<file path="src/rtl/fetch_pkg.sv">
// fetch_pkg: shared types and constants for the instruction-fetch front end.
package fetch_pkg;
  typedef logic [31:0] pc_t;
  typedef logic [31:0] instr_t;
  typedef struct packed {
    pc_t    pc;
    instr_t instr;
  } fetch_entry_t;
  localparam instr_t INSTR_NOP = 32'h0;
endpackage

</file>
<file path="src/rtl/fetch_queue.sv">
// fetch_queue: circular FIFO of fetched {pc, instr} entries with flush.
module fetch_queue
  import fetch_pkg::*;
#(
  parameter int DEPTH = 2
) (
  input  logic                         clk,
  input  logic                         rst_n,
  input  logic                         flush,
  input  logic                         push,
  input  logic                         pop,
  input  fetch_entry_t                 din,
  output logic [$clog2(DEPTH+1)-1:0]   count,
  output fetch_entry_t                 head
);
  localparam int CW = $clog2(DEPTH + 1);
  localparam int PW = (DEPTH > 1) ? $clog2(DEPTH) : 1;
  fetch_entry_t  mem [DEPTH];
  logic [PW-1:0] rd_ptr, wr_ptr;
  function automatic logic [PW-1:0] nxt(input logic [PW-1:0] p);
    return (p == PW'(DEPTH - 1)) ? '0 : p + PW'(1);
  endfunction
  always_ff @(posedge clk or negedge rst_n)
    if (!rst_n) begin
      rd_ptr <= '0;
      wr_ptr <= '0;
      count  <= '0;
    end else if (flush) begin
      rd_ptr <= '0;
      wr_ptr <= '0;
      count  <= '0;
    end else begin
      if (push) wr_ptr <= nxt(wr_ptr);
      if (pop) rd_ptr <= nxt(rd_ptr);
      count <= count + CW'(push) - CW'(pop);
    end
  always_ff @(posedge clk)
    if (push && !flush) mem[wr_ptr] <= din;
  assign head = mem[rd_ptr];
endmodule

</file>
<file path="src/rtl/fetch_unit.sv">
// fetch_unit: PC, single in-flight imem read, prefetch queue and redirect squash.
// Define FETCH_BYPASS_EN to forward a returning word straight to decode when the queue is empty.
module fetch_unit
  import fetch_pkg::*;
#(
  parameter logic [31:0] RESET_PC = 32'd0,
  parameter logic [31:0] PC_STEP  = 32'd1,
  parameter int          DEPTH    = 2
) (
  input  logic        clk,
  input  logic        rst_n,
  output logic [31:0] imem_pc,
  input  logic [31:0] imem_instr,
  input  logic        redirect_valid,
  input  logic [31:0] redirect_pc,
  output logic        out_valid,
  input  logic        out_ready,
  output logic [31:0] out_instr,
  output logic [31:0] out_pc
);
  localparam int CW = $clog2(DEPTH + 1);
  pc_t           pc_q, infl_pc_q;
  logic          infl_v_q, issue, out_fire, byp, push, pop;
  logic [CW-1:0] count_q;
  fetch_entry_t  head;
  assign imem_pc = redirect_valid ? redirect_pc : pc_q;
`ifdef FETCH_BYPASS_EN
  assign byp = (count_q == '0) && infl_v_q;
`else
  assign byp = 1'b0;
`endif
  assign out_valid = !redirect_valid && ((count_q != '0) || byp);
  assign out_pc    = !out_valid ? '0 : byp ? infl_pc_q : head.pc;
  assign out_instr = !out_valid ? INSTR_NOP : byp ? imem_instr : head.instr;
  assign out_fire  = out_valid && out_ready;
  // A bypassed word that decode takes this cycle never occupies the queue.
  assign push  = infl_v_q && !(byp && out_fire);
  assign pop   = out_fire && !byp;
  assign issue = redirect_valid ||
                 (int'(count_q) + int'(infl_v_q) - int'(out_fire) < DEPTH);
  always_ff @(posedge clk or negedge rst_n)
    if (!rst_n) begin
      pc_q      <= RESET_PC;
      infl_v_q  <= 1'b0;
      infl_pc_q <= '0;
    end else begin
      infl_v_q <= issue;
      if (issue) begin
        infl_pc_q <= imem_pc;
        pc_q      <= imem_pc + PC_STEP;
      end
    end
  fetch_queue #(.DEPTH(DEPTH)) u_queue (
    .clk   (clk),
    .rst_n (rst_n),
    .flush (redirect_valid),
    .push  (push),
    .pop   (pop),
    .din   ('{pc: infl_pc_q, instr: imem_instr}),
    .count (count_q),
    .head  (head)
  );
endmodule

</file>
<file path="config.mk">
export PLATFORM = sky130hd
export DESIGN_NAME = fetch_unit
export DESIGN_NICKNAME = d
export VERILOG_FILES = /design/src/rtl/fetch_pkg.sv /design/src/rtl/fetch_queue.sv /design/src/rtl/fetch_unit.sv
export SDC_FILE = /design/constraint.sdc
export NUM_CORES = 1
export LEC_CHECK = 0
export ABC_AREA = 1
export CAP_MARGIN = 20
export CELL_PAD_IN_SITES_DETAIL_PLACEMENT = 1
export CELL_PAD_IN_SITES_GLOBAL_PLACEMENT = 2
export CORE_ASPECT_RATIO = 0.9
export CORE_UTILIZATION = 30
export DETAILED_ROUTE_END_ITERATION = 12
export GPL_TIMING_DRIVEN = 0
export HOLD_SLACK_MARGIN = 0.03
export PLACE_DENSITY = 0.78
export SETUP_SLACK_MARGIN = 0.05
export SLEW_MARGIN = 20
export SYNTH_ARGS = -nofsm -noshare
export SYNTH_HDL_FRONTEND = slang
export SYNTH_SLANG_ARGS = --single-unit
</file>
<file path="constraint.sdc">
create_clock -name clk -period 5.2 [get_ports clk]
set_input_delay 1.56 -clock clk [delete_from_list [all_inputs] [get_ports clk]]
set_output_delay 1.56 -clock clk [all_outputs]
set_load 0.005 [all_outputs]
</file>
* Yosys cells after proc, flatten, opt, wreduce, memory -nomap -nowiden
Memory sizes are Yosys's and may differ from the RTL's. Index checks and enable logic that the tools add are counted.
Operators by class: muxes and demuxes 12, order comparisons 1, add/subtract/negate cells 7, reduce and logical (&&, ||, !) cells 8
Operators by type and width (number):
- 32-bit two-way mux | 3
- 32-bit by 1-bit adder with 32-bit output (second input constant) | 1
- 1-bit two-way mux | 8
- 2-bit nonzero test | 3
- 4-bit by 3-bit < comparator with 1-bit output (second input constant) | 1
- 3-bit by 1-bit subtractor with 4-bit output | 1
- 2-bit by 1-bit adder with 3-bit output | 1
- 1-bit logical AND | 3
- 1-bit adder (second input constant) | 2
- 2-bit by 1-bit adder with 2-bit output | 1
- 2-bit two-way mux | 1
- 2-bit by 1-bit subtractor with 2-bit output | 1
- 1-bit logical NOT | 1
- 1-bit logical OR | 1
Storage, ports and cells: memories kept 1, logic and storage cells 35, bits of input ports 68, memory bits (writable) 128, bits in registers 69
Memories:
- u_queue.mem | words 2, width 64, read ports 1, clocked after Yosys merged registers in 0, write ports 1, RTL line fetch_queue.sv:18 | fetch_entry_t mem [DEPTH];

* Longest topological paths before layout
Gate-level depths: netlist (run 1).
depth after elaboration 6, depth in mapped cells 16, depth with buffers taken out 14

* Modules after synthesis
A second synthesis (run 1) with hierarchy kept.
Unflattened totals: cell total of the unflattened synthesis 941, area total of the unflattened synthesis 9421.5 µm²
Modules (own cells, without submodules):
- fetch_queue | times used 1, area an instance 4986.0 µm², cells an instance 226
- fetch_unit | times used 1, area an instance 4435.5 µm², cells an instance 715

* Worst setup path before layout (run 1)
Ideal clock, no wire load.
path kind in2reg, start point in redirect_valid, end point mem u_queue.mem[0][0] in the netlist's numbering (enable), arrival 4.758 ns, slack -0.045 ns, setup time 0.487 ns, stages 6, cells stage by stage buf_6 -> inv_6 -> buf_12 -> buf_6 -> nand2_1 -> nor2_1
Between the ends: word-level cells in the longest chain between the ends 4
RTL lines:
- start, declared | RTL line fetch_unit.sv:14 | input logic redirect_valid,
- 1-bit logical NOT | RTL line fetch_queue.sv:38 | if (push && !flush) mem[wr_ptr] <= din;
- 1-bit logical AND | RTL line fetch_queue.sv:38
- 1-bit two-way mux | RTL line fetch_queue.sv:38
- 1-bit two-way mux (not written as such) | RTL line fetch_queue.sv:38
- end, declared | RTL line fetch_queue.sv:18
No other way between the ends.

* Worst setup path in the final report (run 1)
start point in redirect_valid, end point out out_pc[17]
Between the ends: word-level cells in the longest chain between the ends 3
RTL lines:
- 1-bit logical NOT | RTL line fetch_unit.sv:32 | assign out_valid = !redirect_valid && ((count_q != '0) || byp);
- 1-bit logical AND | RTL line fetch_unit.sv:32
- 32-bit two-way mux | RTL line fetch_unit.sv:33 | assign out_pc = !out_valid ? '0 : byp ? infl_pc_q : head.pc;
- end, declared | RTL line fetch_unit.sv:19 | output logic [31:0] out_pc
No other way between the ends.

==> out/qor.yml, run 1 <==
status: "completed"
diodes: 0
drv_slew: 0
place_congestion: 0.812
async_reset_ff_frac: 0.350
ir_drop_v: 0.000266
ys_seq_elements: 197
syn-cell-area_um2: 9510
drc_errors: 0
multi_input_area_um2: 3260
io_buffer_count: 163
grt_pass1_wl_mm: 42.0
yosysMostFrequentCell: "nand2_1"
drt_iter0_drc: 310
path_clk_slew_ns: 0.08
seq_area_frac_synth: 0.586
setup_violations: 0
die_area_um2: 32400
relSlewSlack: 0.504
yosysTopAreaCell: "edfxtp_1"
first_global_vias: 7287
synth_area_leaders: "edfxtp_1 40%, dfrtp_1 18%, nand2_1 13%"
yosysTopAreaCellShare: 0.404
cp-start-kind: "primary input"
clock_path_buffers: 2
dieWidth_um: 190
hold_path_class: "reg -> reg"
path_max_fanout: 10
cts_resized: 1
first_pass_iters: 4
hold_buffers: 0
worst_pin_slew_ns: 0.742
cts_buffers: 17
clk_latency_ns: 0.44
cts_num_sinks: 197
wirelength_mm: 26.9
hold_viol_final: 0
syn_avg_cell_area_um2: 9.90
yosys.area_share.adder: 0.0140
final_nets: 1226
fin_crit_sh: 0.958
yosysWarnings: 0
postCtsSetupBuffers: 0
route.vias.total: 6977
drive_gt1_frac: 0.171
cts_tree: "done"
synth_cell_types: 37
core_region_area_um2: 31100
worstPathArrival_ns: 3.42
synth_fp_nets: 1038
regArea_um2: 5570
finClkSkew_ns: 0.0172
vias_per_cell: 4.44
p_leak_nw: 5.32
end_kind: "output pin"
synth_commonest_cells: "317 x nand2_1, 128 x edfxtp_1, 116 x inv_1, 69 x dfrtp_1, 64 x mux2_2"
synthSimpleGateAreaFrac: 0.215
final_util: 0.401
grt_overflow: 0
fp.dieH_um: 171
cp.required_ns: 3.64
cts_root_buf: "clkbuf_16"
grtUsageTotal: 0.173
p_total_w: 0.00607
area_growth_pct: 31.0
syn_inst: 960
synth_enable_flop_cells: 128
ios: 165
critPathKind: "in -> out"
synth_mux_area_frac: 0.0758
std_cell_rows: 61
antenna_found_initial: 0
dp_hpwl_mm: 20.3
p_per_area_nw_per_um2: 488
synth-main-ff-cell: "edfxtp_1"
min_period_ns: 4.98
synth_top_family_by_area: "simple AND/OR/NAND/NOR gates"
fmaxAchievable_mhz: 201
grt_max_degree: 50
htreeDepth: 4
routedWlPerCell_um: 17.1
initial_utilization: 0.306
cap_violations: 0
fillers: 3514
synth_compound_area_frac: 0.0342
rsz0062_at_grt: "yes"
synth_xor_area_frac: 0.00276
drtAntennaViolNets: 0
## path summary, 6_finish.rpt
check	from	slack, ns	cells past startpoint	end
min reg2reg	infl_pc_q[8]$_DFFE_PN0P_	0.47	0	u_queue.mem[0][40]$_DFFE_PP_
min in group asynchronous	rst_n	1.02	1	pc_q[9]$_DFFE_PN0P_
max reg2reg	infl_v_q$_DFF_PN0_	2.55	14	pc_q[28]$_DFFE_PN0P_
min	infl_pc_q[8]$_DFFE_PN0P_	0.47	0	u_queue.mem[0][40]$_DFFE_PP_
max	redirect_valid	0.22	11	out_pc[17]
max in group asynchronous	rst_n	3.60	2	pc_q[4]$_DFFE_PN0P_
## metal layers
metal	up-vias	GRT usage	part of all wire
li1	3447	-	-
met1	3373	0.242	0.49
met2	143	0.283	0.47
met3	14	0.0291	0.035
met4	0	0.0270	0.0082
met5	-	0	0
## critical path, stage by stage
cell             delay [ns]
buf_6                  0.13
inv_6                  0.07
buf_12                 0.14
buf_6                  0.16
nand2_1                0.09
inv_1                  0.11
buf_4                  0.23
buf_2                  0.25
nand2_1                0.09
inv_1                  0.05
clkdlybuf4s50_1        0.53
## state kept, by name, indices dropped and copies added, names as in the netlist
name and cells:
infl_v_q 1, u_queue.mem 128, u_queue.wr_ptr 1, pc_q 32, u_queue.rd_ptr 1, infl_pc_q 32
u_queue.count 2
## layout by cell type (no fill, tap or decap), types with 2 or more instances in the layout
cell / n
nand3_1: 26
a21oi_1: 3
buf_2: 12
buf_4: 8
nor2_1: 60
clkinv_8: 3
buf_16: 4
ha_1: 9
inv_2: 3
buf_6: 6
buf_12: 3
nand2_2: 34
clkdlybuf4s50_1: 162
clkbuf_1: 6
buf_1: 4
inv_8: 6
mux2_2: 64
a31oi_1: 10
or2_2: 4
dfrtp_1: 69
nor2_4: 7
nand2_4: 8
edfxtp_1: 128
inv_6: 2
nor2_2: 10
o21ai_1: 8
clkbuf_16: 17
o21ai_0: 34
nand2_1: 317
inv_1: 116
inv_12: 3
xor2_1: 2
## through the flow
step / setup slack, ns / std cells / hold WS, ns / setup TNS, ns / area (µm²)
6_report: 0.217 / 1570 / 0.475 / 0 / 12400
5_1_grt: 0.0337 / 1570 / 0.479 / 0 / 12400
4_1_cts: 0.154 / 1570 / 0.475 / 0 / 12400
3_5_place_dp: 0.0392 / 1538 / 0.455 / 0 / 11800
3_3_place_gp: -0.229 / 1532 / 0.450 / -37.64 / 11700
2_1_floorplan: 1.02 / 960 / 0.442 / 0 / 9510
## report_power, final
| part | switching, W | internal (W) | leakage (nW) |
|---|---|---|---|
| clock | 0.000688 | 0.000713 | 0.311 |
| sequential | 0.000249 | 0.00230 | 2.03 |
| combinational | 0.00118 | 0.000939 | 2.98 |
| total | 0.00212 | 0.00395 | 5.32 |
## layout make-up
type,count,share of cell area
well taps,409,0.0411
multi-input cells,607,0.262
clock buffers,17,0.0342
inverters,120,0.0366
clock inverters,15,0.0168
flip-flops and latches,197,0.447
plain buffers,36,0.0191
repair buffers,169,0.143
## logic make-up after synthesis
logic type	Yosys count
compound gates	60
xor+xnor	3
fa+ha+maj	10
buf+inv	156
flops	197
mux	64
simple gates	470
No activity file was read; power rests on OpenSTA's default activity.
==> run 2, diff against run 1 <==
clock period = 6.5 ns   (was 5.2 ns; I/O delays follow)
==> out/qor.yml, run 2 (synthesis results as in run 1) <==
diodes: 0  # unchanged
initial_utilization: 0.306  # unchanged
met3_usage: 0.0279  # -0.00123
ios: 165  # unchanged
final_common_cell: "nand2_1"
drc_errors: 0  # unchanged
grtUsageMet2: 0.290  # +0.00605
antenna_found_initial: 0  # unchanged
p_clk_frac: 0.223  # -0.008
path_clk_slew_ns: 0.07  # about the same
switching_share: 0.352  # +0.00283
hp-start: "infl_pc_q[23]$_DFFE_PN0P_"
p_comb_frac: 0.352  # +0.003
worst_hold_path.endpoint: "u_queue.mem[0][55]$_DFFE_PP_"
r2r-start: "infl_v_q$_DFF_PN0_"
p_int_w: 0.00312  # -21%
dieWidth_um: 190  # unchanged
routedWlPerCell_um: 17.3  # +0.90%
ir_drop_v: 0.000225  # -16%
p_total_w: 0.00481  # -21%
final_util: 0.400  # about the same
post_dp_cell_area_um2: 11800  # +0.23%
fp.dieH_um: 171  # unchanged
grt-busiest-layer: "met2"
reg2reg_to: "pc_q[25]$_DFFE_PN0P_"
fillers: 3531  # +0.48%
cp.required_ns: 4.55  # +0.91 ns
wirelength_mm: 27.1  # +0.96%
p_switching_w: 0.00169  # -20%
cts_num_sinks: 197  # unchanged
place_congestion: 0.829  # +2.1%
cap_violations: 0  # unchanged
grtUsageTotal: 0.174  # +0.00118
finClkSkew_ns: 0.0153  # -0.00192 ns
relSlewSlack: 0.548  # +0.0439
hold_buffers: 0  # unchanged
largest_register: "u_queue.mem"
final_nets: 1227  # +0.082%
p_leak_nw: 5.32  # -0.11%
grt_max_degree: 47  # -6.0%
htreeDepth: 4  # unchanged
p_per_area_nw_per_um2: 387  # -21%
cp-start-kind: "primary input"
cts_tree: "done"
vias_per_cell: 4.46  # +0.45%
fin_crit_sh: 0.910
status: "completed"
hold_path_class: "reg -> reg"
grt_overflow: 0  # unchanged
drive_gt1_frac: 0.172  # +0.000713
worstPathArrival_ns: 3.96  # +0.54 ns
first_global_vias: 7273  # -0.19%
cts_buffers: 17  # unchanged
ff2ff_setup_slack_ns: 3.94  # +1.39 ns
r2r.worst_path.cells: 14  # unchanged
cts_root_buf: "clkbuf_16"
dp_hpwl_mm: 20.5  # +1.4%
largest_register_ffs: 128  # unchanged
setup_violations: 0  # unchanged
end_kind: "output pin"
std_cell_rows: 61  # unchanged
seq_power_share: 0.425  # +0.005
holdPathStages: 0  # unchanged
core_region_area_um2: 31100  # unchanged
route.vias.total: 7013  # +0.52%
grt_pass1_wl_mm: 42.2  # +0.48%
grt_util_met1: 0.236  # -0.00639
final_area_um2: 12400  # about the same
clk_latency_ns: 0.44  # about the same
layout_common_cells: "317 x nand2_1, 162 x clkdlybuf4s50_1, 128 x edfxtp_1, 116 x inv_1, 69 x dfrtp_1"
first_pass_iters: 4  # unchanged
postCtsSetupBuffers: 0  # unchanged
stdcell_count: 1571  # +0.064%
io_buffer_count: 163  # unchanged
fmaxAchievable_mhz: 169
cts_resized: 0  # -1
reg.largest.list: "u_queue.mem: 128 flops, infl_pc_q: 32 flops, pc_q: 32 flops"
worst_pin_slew_ns: 0.678  # -0.0640 ns
clock_path_buffers: 2  # unchanged
area_growth_pct: 30.8  # about the same
rsz0062_at_grt: "no"
drv_slew: 0  # unchanged
critPathKind: "in -> out"
numPlacedInstances: 1539  # +0.065%
die_area_um2: 32400  # unchanged
drtAntennaViolNets: 0  # unchanged
drt_iter0_drc: 283  # -8.7%
hold_viol_final: 0  # unchanged
path_max_fanout: 10  # unchanged
min_period_ns: 5.91
[run 2: changes by cell type in the layout (fill, tap and decap cells not counted), sizes merged]
cell    previous run  this run
clkinv             4         8
inv              130       127
buf               37        38
bufinv             1         0
[run 2: stage by stage]
stage / worst slack [ns] / setup TNS [ns] / hold slack (ns)
finish: 0.588 / 0 / 0.474
global route: 0.418 / 0 / 0.479
CTS: 0.535 / 0 / 0.475
detailed placement: 0.546 / 0 / 0.462
global placement: -1.07 / -135.31 / 0.451
floorplan: 0.865 / 0 / 0.442
[run 2: metal layers]
layer,routed length [µm],vias up
met5,0,-
met4,329,0
li1,-,3444
met2,12700,150
met1,13100,3400
met3,946,19
[run 2: worst max-delay path: stages]
cell             delay, ns
buf_6                 0.13
inv_6                 0.07
buf_12                0.14
buf_6                 0.17
nand2_1               0.08
inv_1                 0.11
buf_2                 0.32
buf_2                 0.28
nand2_1               0.09
inv_1                 0.06
clkdlybuf4s50_1       0.54
[run 2: cell type report]
type | instances | area [µm²] | share of cell area
flip-flops and latches | 197 | 5570 | 0.448
multi-input cells | 607 | 3260 | 0.262
repair buffers | 170 | 1810 | 0.145
well taps | 409 | 512 | 0.0411
inverters | 120 | 455 | 0.0366
clock buffers | 17 | 425 | 0.0342
plain buffers | 36 | 235 | 0.0189
clock inverters | 15 | 174 | 0.0140
[run 2: power groups by stage]
stage,clock [W],combinational [W],sequential [W]
global placement,0,0.00163,0.00208
global route,0.00114,0.00190,0.00209
finish,0.00107,0.00169,0.00205
floorplan,0,0.000961,0.00201
CTS,0.00110,0.00174,0.00205
detailed placement,0,0.00173,0.00208
[run 2: worst max-delay path by stage]
stage	depth (start not counted)	slack [ns]	startpoint	endpoint
2_1_floorplan	6	0.87	redirect_valid	u_queue.mem[0][0]$_DFFE_PP_
3_3_place_gp	6	-1.07	redirect_valid	u_queue.mem[0][57]$_DFFE_PP_
3_5_place_dp	11	0.55	redirect_valid	out_pc[19]
4_1_cts	11	0.53	redirect_valid	out_pc[26]
5_1_grt	11	0.42	redirect_valid	out_pc[26]
6_report	11	0.59	redirect_valid	out_pc[17]
